$ cat src/rtl/telemetry_tx.sv
// Purpose: encode queued (id, index, value) records into 12-byte ASCII telemetry frames.
// Latency: a record accepted into an empty idle block is popped next edge; byte 0 is valid after that edge.
// Backpressure: tx_valid/tx_data hold while tx_ready is low; req_ready drops when the FIFO is full.
module telemetry_tx #(
   parameter int DEPTH = 4,
   parameter int CW    = 8
) (
   input  logic          clk,
   input  logic          rst,
   input  logic          req_valid,
   output logic          req_ready,
   input  logic [1:0]    req_id,
   input  logic [3:0]    req_index,
   input  logic [15:0]   req_value,
   output logic          tx_valid,
   input  logic          tx_ready,
   output logic [7:0]    tx_data,
   output logic          busy,
   output logic [CW-1:0] frames_sent
);

   localparam int SWIDTH = 2;
   localparam int AW     = (DEPTH > 1) ? $clog2(DEPTH) : 1;
   localparam logic [AW:0] CNT_FULL = (AW+1)'(DEPTH);

   // S_OFF doubles as the idle state and S_A as the sending state.
   typedef enum logic [SWIDTH-1:0] {
      S_OFF = 2'd0,
      S_A   = 2'd1,
      S_B   = 2'd2,
      S_C   = 2'd3
   } state_t;

   // Record FIFO storage and bookkeeping.
   logic [21:0]   r_mem [DEPTH];
   logic [AW-1:0] r_wptr;
   logic [AW-1:0] r_rptr;
   logic [AW:0]   r_count;

   // Serializer state.
   state_t        r_state;
   state_t        w_state_nxt;
   logic [21:0]   r_frame;
   logic [3:0]    r_byte_idx;
   logic [7:0]    r_tx_data;
   logic [CW-1:0] r_frames_sent;

   logic          w_push;
   logic          w_pop;
   logic          w_adv;
   logic          w_done;
   logic          w_fifo_ne;
   logic [21:0]   w_head;

   // One uppercase ASCII hex digit.
   function automatic logic [7:0] f_hex(input logic [3:0] n);
      f_hex = (n > 4'd9) ? (8'h37 + {4'h0, n}) : (8'h30 + {4'h0, n});
   endfunction

   // Byte idx of the frame for record fr = {id, index, value}.
   function automatic logic [7:0] f_byte(input logic [21:0] fr, input logic [3:0] idx);
      case (idx)
         4'd0:    f_byte = 8'h75;
         4'd1:    f_byte = 8'h20;
         4'd2:    f_byte = fr[21] ? 8'h31 : 8'h30;
         4'd3:    f_byte = fr[20] ? 8'h31 : 8'h30;
         4'd4:    f_byte = 8'h20;
         4'd5:    f_byte = f_hex(fr[19:16]);
         4'd6:    f_byte = 8'h20;
         4'd7:    f_byte = f_hex(fr[15:12]);
         4'd8:    f_byte = f_hex(fr[11:8]);
         4'd9:    f_byte = f_hex(fr[7:4]);
         4'd10:   f_byte = f_hex(fr[3:0]);
         default: f_byte = 8'h0A;
      endcase
   endfunction

   assign req_ready   = (r_count != CNT_FULL);
   assign w_push      = req_valid && req_ready;
   assign w_fifo_ne   = (r_count != '0);
   assign w_head      = r_mem[r_rptr];
   assign tx_valid    = (r_state == S_A);
   assign tx_data     = r_tx_data;
   assign busy        = (r_state == S_A) || w_fifo_ne;
   assign frames_sent = r_frames_sent;

   // FIFO storage write; contents need no reset since count gates every read.
   always_ff @(posedge clk) begin
      if (w_push) begin
         r_mem[r_wptr] <= {req_id, req_index, req_value};
      end
   end

   // FIFO pointers and occupancy; a full FIFO never pushes even if popping.
   always_ff @(posedge clk or posedge rst) begin
      if (rst) begin
         r_wptr  <= '0;
         r_rptr  <= '0;
         r_count <= '0;
      end else begin
         if (w_push) r_wptr <= r_wptr + 1'b1;
         if (w_pop)  r_rptr <= r_rptr + 1'b1;
         if (w_push && !w_pop)      r_count <= r_count + 1'b1;
         else if (w_pop && !w_push) r_count <= r_count - 1'b1;
      end
   end

   // State register.
   always_ff @(posedge clk or posedge rst) begin
      if (rst) r_state <= S_OFF;
      else     r_state <= w_state_nxt;
   end

   // Next state and datapath strobes; the last byte reloads directly when more records wait.
   always_comb begin
      w_state_nxt = r_state;
      w_pop       = 1'b0;
      w_adv       = 1'b0;
      w_done      = 1'b0;
      case (r_state)
         S_OFF: begin
            if (w_fifo_ne) begin
               w_pop       = 1'b1;
               w_state_nxt = S_A;
            end
         end
         S_A: begin
            if (tx_ready) begin
               if (r_byte_idx == 4'd11) begin
                  w_done = 1'b1;
                  if (w_fifo_ne) w_pop       = 1'b1;
                  else           w_state_nxt = S_OFF;
               end else begin
                  w_adv = 1'b1;
               end
            end
         end
         default: w_state_nxt = S_OFF;
      endcase
   end

   // Frame holding register, byte index, registered output byte and frame counter.
   always_ff @(posedge clk or posedge rst) begin
      if (rst) begin
         r_frame       <= '0;
         r_byte_idx    <= '0;
         r_tx_data     <= 8'h00;
         r_frames_sent <= '0;
      end else begin
         if (w_pop) begin
            r_frame    <= w_head;
            r_byte_idx <= 4'd0;
            r_tx_data  <= 8'h75;
         end else if (w_adv) begin
            r_byte_idx <= r_byte_idx + 4'd1;
            r_tx_data  <= f_byte(r_frame, r_byte_idx + 4'd1);
         end else if (w_done) begin
            r_tx_data  <= 8'h00;
         end
         if (w_done) r_frames_sent <= r_frames_sent + 1'b1;
      end
   end

endmodule

$ cat config.mk
export PLATFORM = sky130hd
export DESIGN_NAME = telemetry_tx
export DESIGN_NICKNAME = d
export VERILOG_FILES = /design/src/rtl/telemetry_tx.sv
export SDC_FILE = /design/constraint.sdc
export NUM_CORES = 1
export LEC_CHECK = 0
export ABC_AREA = 1
export CAP_MARGIN = 40
export CORE_AREA = 2 2 122 124
export CTS_CLUSTER_DIAMETER = 60
export CTS_CLUSTER_SIZE = 30
export DETAILED_ROUTE_END_ITERATION = 10
export DIE_AREA = 0 0 124 126
export PLACE_DENSITY = 0.76
export SLEW_MARGIN = 5
export SYNTH_ARGS = -nofsm -noshare
export SYNTH_HDL_FRONTEND = slang
export SYNTH_SLANG_ARGS = --single-unit
export TNS_END_PERCENT = 30
$ cat constraint.sdc
create_clock -name clk -period 1.9 [get_ports clk]
set_clock_uncertainty 0.1 [all_clocks]
set_input_delay 0.19 -clock clk [delete_from_list [all_inputs] [get_ports clk]]
set_output_delay 0.19 -clock clk [all_outputs]
set_load 0.05 [all_outputs]
==> results of run 1 <==
==> stage by stage <==
step | utilization, % | cells | setup slack (ns) | power [mW]
2_1_floorplan | - | 619 | -0.0531 | 7.65
3_3_place_gp | 51.1 | 865 | -0.0283 | 9.15
3_5_place_dp | 51.1 | 865 | -0.0744 | 9.35
4_1_cts | 56.0 | 898 | -0.0117 | 13.3
5_1_grt | 56.9 | 901 | -0.109 | 14.4
6_report | 56.9 | 901 | -0.0368 | 13.6
==> registers in the layout, summed over array words and instances (netlist names) <==
register     flops
r_frame         22
r_count          3
r_rptr           2
r_wptr           2
r_state          1
r_mem           88
frames_sent      8
tx_data          7
r_byte_idx       4
==> cells in the final DEF, fill, tap and decap left out, types with 2 or more instances in the layout <==
| cell type | Yosys | layout |
|---|---|---|
| a21oi_1 | 17 | 15 |
| a21oi_2 | 0 | 2 |
| a22oi_1 | 2 | 2 |
| a31oi_1 | 5 | 5 |
| and3_1 | 2 | 2 |
| buf_12 | 0 | 6 |
| buf_4 | 2 | 38 |
| bufinv_16 | 0 | 7 |
| clkbuf_16 | 0 | 17 |
| clkdlybuf4s50_1 | 0 | 27 |
| clkinv_4 | 0 | 2 |
| dfrtp_1 | 49 | 45 |
| dfrtp_2 | 0 | 4 |
| dlygate4sd2_1 | 0 | 13 |
| edfxtp_1 | 88 | 88 |
| ha_1 | 21 | 13 |
| ha_2 | 0 | 4 |
| ha_4 | 0 | 4 |
| inv_1 | 45 | 38 |
| inv_2 | 5 | 11 |
| inv_4 | 1 | 2 |
| inv_6 | 0 | 2 |
| nand2_1 | 106 | 100 |
| nand2_2 | 5 | 9 |
| nand2_4 | 1 | 3 |
| nand3_1 | 26 | 26 |
| nand3_2 | 6 | 4 |
| nand3_4 | 1 | 3 |
| nand3b_1 | 2 | 2 |
| nand4_1 | 5 | 5 |
| nor2_1 | 93 | 85 |
| nor2_2 | 0 | 8 |
| nor2_4 | 3 | 3 |
| o21ai_0 | 72 | 65 |
| o21ai_1 | 4 | 7 |
| o21ai_2 | 0 | 3 |
| o22ai_1 | 18 | 18 |
| or2_2 | 2 | 2 |
| xnor2_1 | 6 | 6 |
| xor2_1 | 5 | 5 |
==> cells in the mapped netlist (all sizes together) <==
master	number	area, µm²
nand2	112	440
nor2	96	383
edfxtp	88	2640
o21ai	76	380
inv	51	194
dfrtp	49	1230
nand3	33	208
ha	21	263
o22ai	18	113
a21oi	17	85.1
buf	10	52.6
clkbuf	10	37.5
nand4	6	43.8
xnor2	6	52.6
a31oi	5	31.3
xor2	5	43.8
nor3	3	15.0
a22oi	2	15.0
and3	2	12.5
nand3b	2	15.0
or2	2	12.5
a21boi	1	7.51
conb	1	3.75
fa	1	20.0
mux2	1	11.3
nor2b	1	6.26
==> worst max-delay path, stage by stage (launching register included) <==
cell and delay [ns]:
dfrtp_2 0.39, ha_4 0.16, nand3_4 0.09, o21ai_4 0.17, nand2_2 0.10, ha_4 0.16, inv_2 0.06, fa_2 0.43
nor2_2 0.10, a21oi_2 0.04
==> per-layer routing <==
layer  vias up  part of all wire (%)  global-route usage [%]
met2       127                    52                    31.9
li1       2284                     -                       -
met4         0                   1.6                    7.67
met5         -                     0                       0
met3        20                   4.2                    4.98
met1      2294                    42                    22.9
==> cell type report <==
class	instances	area [µm²]
Fill cell	1142	6160
Sequential cell	137	3870
Multi-Input combinational cell	411	2330
Timing Repair Buffer	86	813
Clock buffer	19	443
Clock inverter	13	264
Tap cell	184	230
Inverter	51	196
==> cell families after synthesis <==
logic type / after synthesis
AOI/OAI and AO/OA: 119
adders and majority gates: 22
buffers and inverters: 71
xor gates and xnor gates: 11
DFF: 137
and+or+nand+nor: 257
other: 1
muxes: 1
==> where the power goes <==
group / switching (mW) / internal (mW)
combinational: 3.27 / 1.91
clock: 1.25 / 2.65
sequential: 0.478 / 4.03
==> repair_timing <==
action | in CTS | in global routing
setup buffers | 1 | 3
resized for setup | 16 | 38
endpoints found under the setup margin | 18 | 14
pin swaps | 2 | 8
==> how the worst max path moves through the flow <==
stage	start	end	slack, ns	cells after the start
after detailed placement	tx_ready	r_count[1]	-0.07	9
final	r_byte_idx[0]	r_count[1]	-0.04	9
after floorplan	r_byte_idx[1]	r_count[2]	-0.05	10
after global placement	tx_ready	r_count[1]	-0.03	9
after CTS	r_byte_idx[0]	r_count[2]	-0.01	10
after global routing	r_byte_idx[0]	r_count[1]	-0.11	9
==> metrics.cfg, run 1 <==
[run_status]
outcome = complete, but fails checks
failed_checks = setup timing

[global_route]
overflow = 0
grt_max_degree = 50
grt_first_pass_wirelength_mm = 22.6
grt_pass1_vias = 4725
antenna_found_initial = 0
gr-usage-all-layers_pct = 18.9

[floorplan]
die-area_mm2 = 0.0156
io_pins = 45
die-height_um = 126
row_count = 44
initial_core_util_pct = 44.1
design.core.area_mm2 = 0.0143
die_w_um = 124

[cts]
root_buffer = clkbuf_16
cts_buffers = 17
cts_tree = done
cts_max_path_buffers = 2
htree_levels = 4
cts.sinks = 137
clk_latency_ns = 0.43
cts.hold.buffers_added = 0
path_clk_slew_ns = 0.06

[synth]
yosys-mux-area-fraction_pct = 0.178
yosysWarnings = 0
synth_xor_area_share_pct = 1.53
synth_compound_area_share_pct = 10.0
yosys.area_share.adder_pct = 4.48
yosys_register_bits = 137
yosys.area_share.simple_pct = 18.0
synth_nets = 667
syn_avg_cell_area_um2 = 10.2
yosysUniqueCellTypes = 37
synthCells = 619
synth_top_family_by_area = simple AND/OR/NAND/NOR gates
syn-cell-area_mm2 = 0.00631
synth_seq_area_share_pct = 61.3

[timing]
finalHoldViolCount = 0
finalSetupTns_ns = -0.0747
finalSetupViolations = 3
relSlewSlack_pct = 66.3
tightestPinTransition_ns = 0.504
slew_viol_final = 0
rsz0062_at_grt = yes
max_freq_mhz = 516
finalWorstSetupSlack_ns = -0.0368
hold_slack_ns = 0.0331
min_period_ns = 1.94
fin_crit_sh_pct = 102

[run]
drv_cap = 0

[drt]
post-route-drc-count = 0
totalWireLength_mm = 14.0
routedWlPerCell_um = 15.6
routed_via_density = 5.24
dr.pass1.iters = 7
vias = 4725
antenna_left = 0
first_iter_violations = 354

[place]
gp_congestion = 0.889
io_buffers = 43
dpl_cell_area_mm2 = 0.00731
dp_hpwl_mm = 9.14

[setup_path]
reg2reg_to = r_count[1]
worstSetupEndpointType = register
reg2reg_depth = 9
r2r-start = r_byte_idx[0]
arrival_ns = 2.14
startpoint_type = register
required_ns = 2.11
timing.setup.critical_path_class = register to register
r2r_slack_ns = -0.04
path_max_fanout = 3

[finish]
drive_gt1_share_pct = 20.1
syn2layout_area_growth_pct = 29.1
nNetsFinal = 752
diodes = 0
final_area_mm2 = 0.00815

[power_and_ir_drop]
ir_worst_vdd_mv = 0.990
powerDensity_mw_per_mm2 = 1660
total_leakage_power_nw = 3.39

[hold_path]
hold_path_class = input pin to asynchronous set/reset pin

Power figures use the tool's default switching activity.
==> inputs of run 2 (changes only) <==
TNS_END_PERCENT = unset   (was 30)
==> metrics.cfg, run 2 (synthesized netlist as in run 1, its figures left out) <==
[run_status]
outcome = complete, but fails checks
failed_checks = setup timing

[timing]
fin_crit_sh_pct = 102  ; -0.39 points
finalWorstSetupSlack_ns = -0.0295  ; +0.00734 ns
rsz0062_at_grt = yes
tightestPinTransition_ns = 0.576  ; +0.0719 ns
min_period_ns = 1.93  ; -0.00734 ns
hold_slack_ns = 0.0543  ; +0.0212 ns
relSlewSlack_pct = 61.5  ; -4.7 points
finalHoldViolCount = 0  ; unchanged
slew_viol_final = 0  ; unchanged
finalSetupViolations = 1  ; -2
max_freq_mhz = 518  ; +0.38%

[setup_path]
required_ns = 2.10  ; about the same
path_buf_inv = 2  ; +1
path_max_fanout = 3  ; unchanged
cp_top_family = adder cells
cpPeakStageDelay_ns = 0.44  ; about the same
cpMostUsedCell = inv_2
worstSetupEndpointType = register
crit_slowest_cell = dfrtp_1
timing.setup.critical_path_class = register to register
crit_chain = nor3_4 > inv_2 > nand2_4 > ha_4 > inv_2 > fa_2 > a21oi_2 > o21ai_1 > xnor2_1
arrival_ns = 2.13  ; about the same
startpoint_type = register

[power_and_ir_drop]
power.internal_mw = 8.09  ; -5.8%
p_comb_share_pct = 39.5  ; +1.4 points
pwr-share-clk_pct = 25.9  ; -2.8 points
total_power_mw = 13.1  ; -3.7%
ir_worst_vdd_mv = 0.974  ; -1.6%
switching_share_pct = 38.1  ; +1.3 points
total_leakage_power_nw = 3.36  ; -1.0%
p_switching_mw = 4.98  ; -0.18%
p_seq_share_pct = 34.6  ; +1.4 points
powerDensity_mw_per_mm2 = 1620  ; -2.8%

[floorplan]
die_w_um = 124  ; unchanged
io_pins = 45  ; unchanged
die-area_mm2 = 0.0156  ; unchanged
initial_core_util_pct = 44.1  ; unchanged
design.core.area_mm2 = 0.0143  ; unchanged
row_count = 44  ; unchanged
die-height_um = 126  ; unchanged

[place]
dpl_worst_slack_ns = -0.0918  ; -0.0173 ns
dp_hpwl_mm = 9.36  ; +2.4%
gp_congestion = 0.923  ; +3.8%
io_buffers = 43  ; unchanged
dpl_cell_area_mm2 = 0.00728  ; -0.38%

[global_route]
gr-usage-all-layers_pct = 19.3  ; +0.41 points
grtUsageMet1_pct = 23.9  ; +0.92 points
gr-usage-met3_pct = 3.76  ; -1.2 points
overflow = 0  ; unchanged
grt_first_pass_wirelength_mm = 22.9  ; +1.5%
grt_pass1_vias = 4694  ; -0.66%
antenna_found_initial = 0  ; unchanged
grt_max_degree = 47  ; -6.0%
grtUsageMet2_pct = 32.9  ; +1.0 points
busiest_layer = met2

[cts]
path_clk_slew_ns = 0.06  ; about the same
cts_max_path_buffers = 2  ; unchanged
cts.sinks = 137  ; unchanged
root_buffer = clkbuf_16
htree_levels = 4  ; unchanged
cts_buffers = 17  ; unchanged
cts.hold.buffers_added = 0  ; unchanged
cts_tree = done
clk_latency_ns = 0.41  ; -0.02 ns

[drt]
vias = 4771  ; +0.97%
dr.pass1.iters = 5  ; -2
totalWireLength_mm = 14.7  ; +4.8%
antenna_left = 0  ; unchanged
routed_via_density = 5.31  ; +1.3%
first_iter_violations = 383  ; +8.2%
routedWlPerCell_um = 16.4  ; +5.2%
post-route-drc-count = 0  ; unchanged

[finish]
fillers = 1166  ; +2.1%
most-common-layout-cells = nand2_1 (100), edfxtp_1 (88), nor2_1 (83), o21ai_0 (66), dfrtp_1 (45)
largest_reg_flops = 88  ; unchanged
utilization_pct = 56.4  ; -0.56 points
top_register = r_mem
final_area_mm2 = 0.00807  ; -0.98%
nNetsFinal = 749  ; -0.40%
syn2layout_area_growth_pct = 27.8
drive_gt1_share_pct = 19.3  ; -0.76 points
diodes = 0  ; unchanged
layout_commonest_cell = nand2_1

[hold_path]
hold_path_class = input pin to asynchronous set/reset pin

[run]
drv_cap = 0  ; unchanged

[run 2: path summary, 6_finish.rpt]
kind / startpoint / to / slack, ns / cells after the start
max: r_count[0] / r_count[2] / -0.03 / 9
min: rst / r_count[2] / 0.05 / 2
max reg2reg: r_count[0] / r_count[2] / -0.03 / 9
min reg2reg: tx_data[3] / tx_data[3] / 0.38 / 2
max in group asynchronous: rst / r_frame[8] / 1.11 / 3
min in group clk: req_value[0] / r_mem[3][0] / 0.31 / 1
[run 2: stage by stage]
stage / std cells / TNS, ns
2_1_floorplan: 619 / -0.0845
3_3_place_gp: 857 / -0.0267
3_5_place_dp: 857 / -0.255
4_1_cts: 893 / -0.0151
5_1_grt: 898 / -0.353
6_report: 898 / -0.0295
[run 2: final cells by class]
type	count	area, µm²	area share (%)
multi-input combinational	411	2320	28.8
clock inverter	12	174	2.15
timing repair buffer	83	836	10.4
clock buffer	20	437	5.41
inverter	51	199	2.46
tap	184	230	2.85
sequential	137	3870	48.0
[run 2: power by group through the flow]
| stage | Clock [mW] | Combinational (mW) | Sequential (mW) |
|---|---|---|---|
| floorplan | 0 | 2.89 | 4.77 |
| global placement | 0 | 4.73 | 4.49 |
| detailed placement | 0 | 4.91 | 4.53 |
| CTS | 3.43 | 4.93 | 4.49 |
| global route | 3.56 | 5.70 | 4.59 |
| finish | 3.38 | 5.17 | 4.52 |
[run 2: repair_timing]
action / 4_1_cts / 5_1_grt
pin swaps: 6 / 6
setup endpoints to repair: 22 / 18
resized for setup: 20 / 35
gates cloned: 0 / 1
setup buffers: 4 / 4
[run 2: layer usage]
metal / vias up / wire length [µm]
li1: 2276 / -
met1: 2317 / 6110
met2: 155 / 7600
met3: 23 / 739
met4: 0 / 255
met5: - / 0
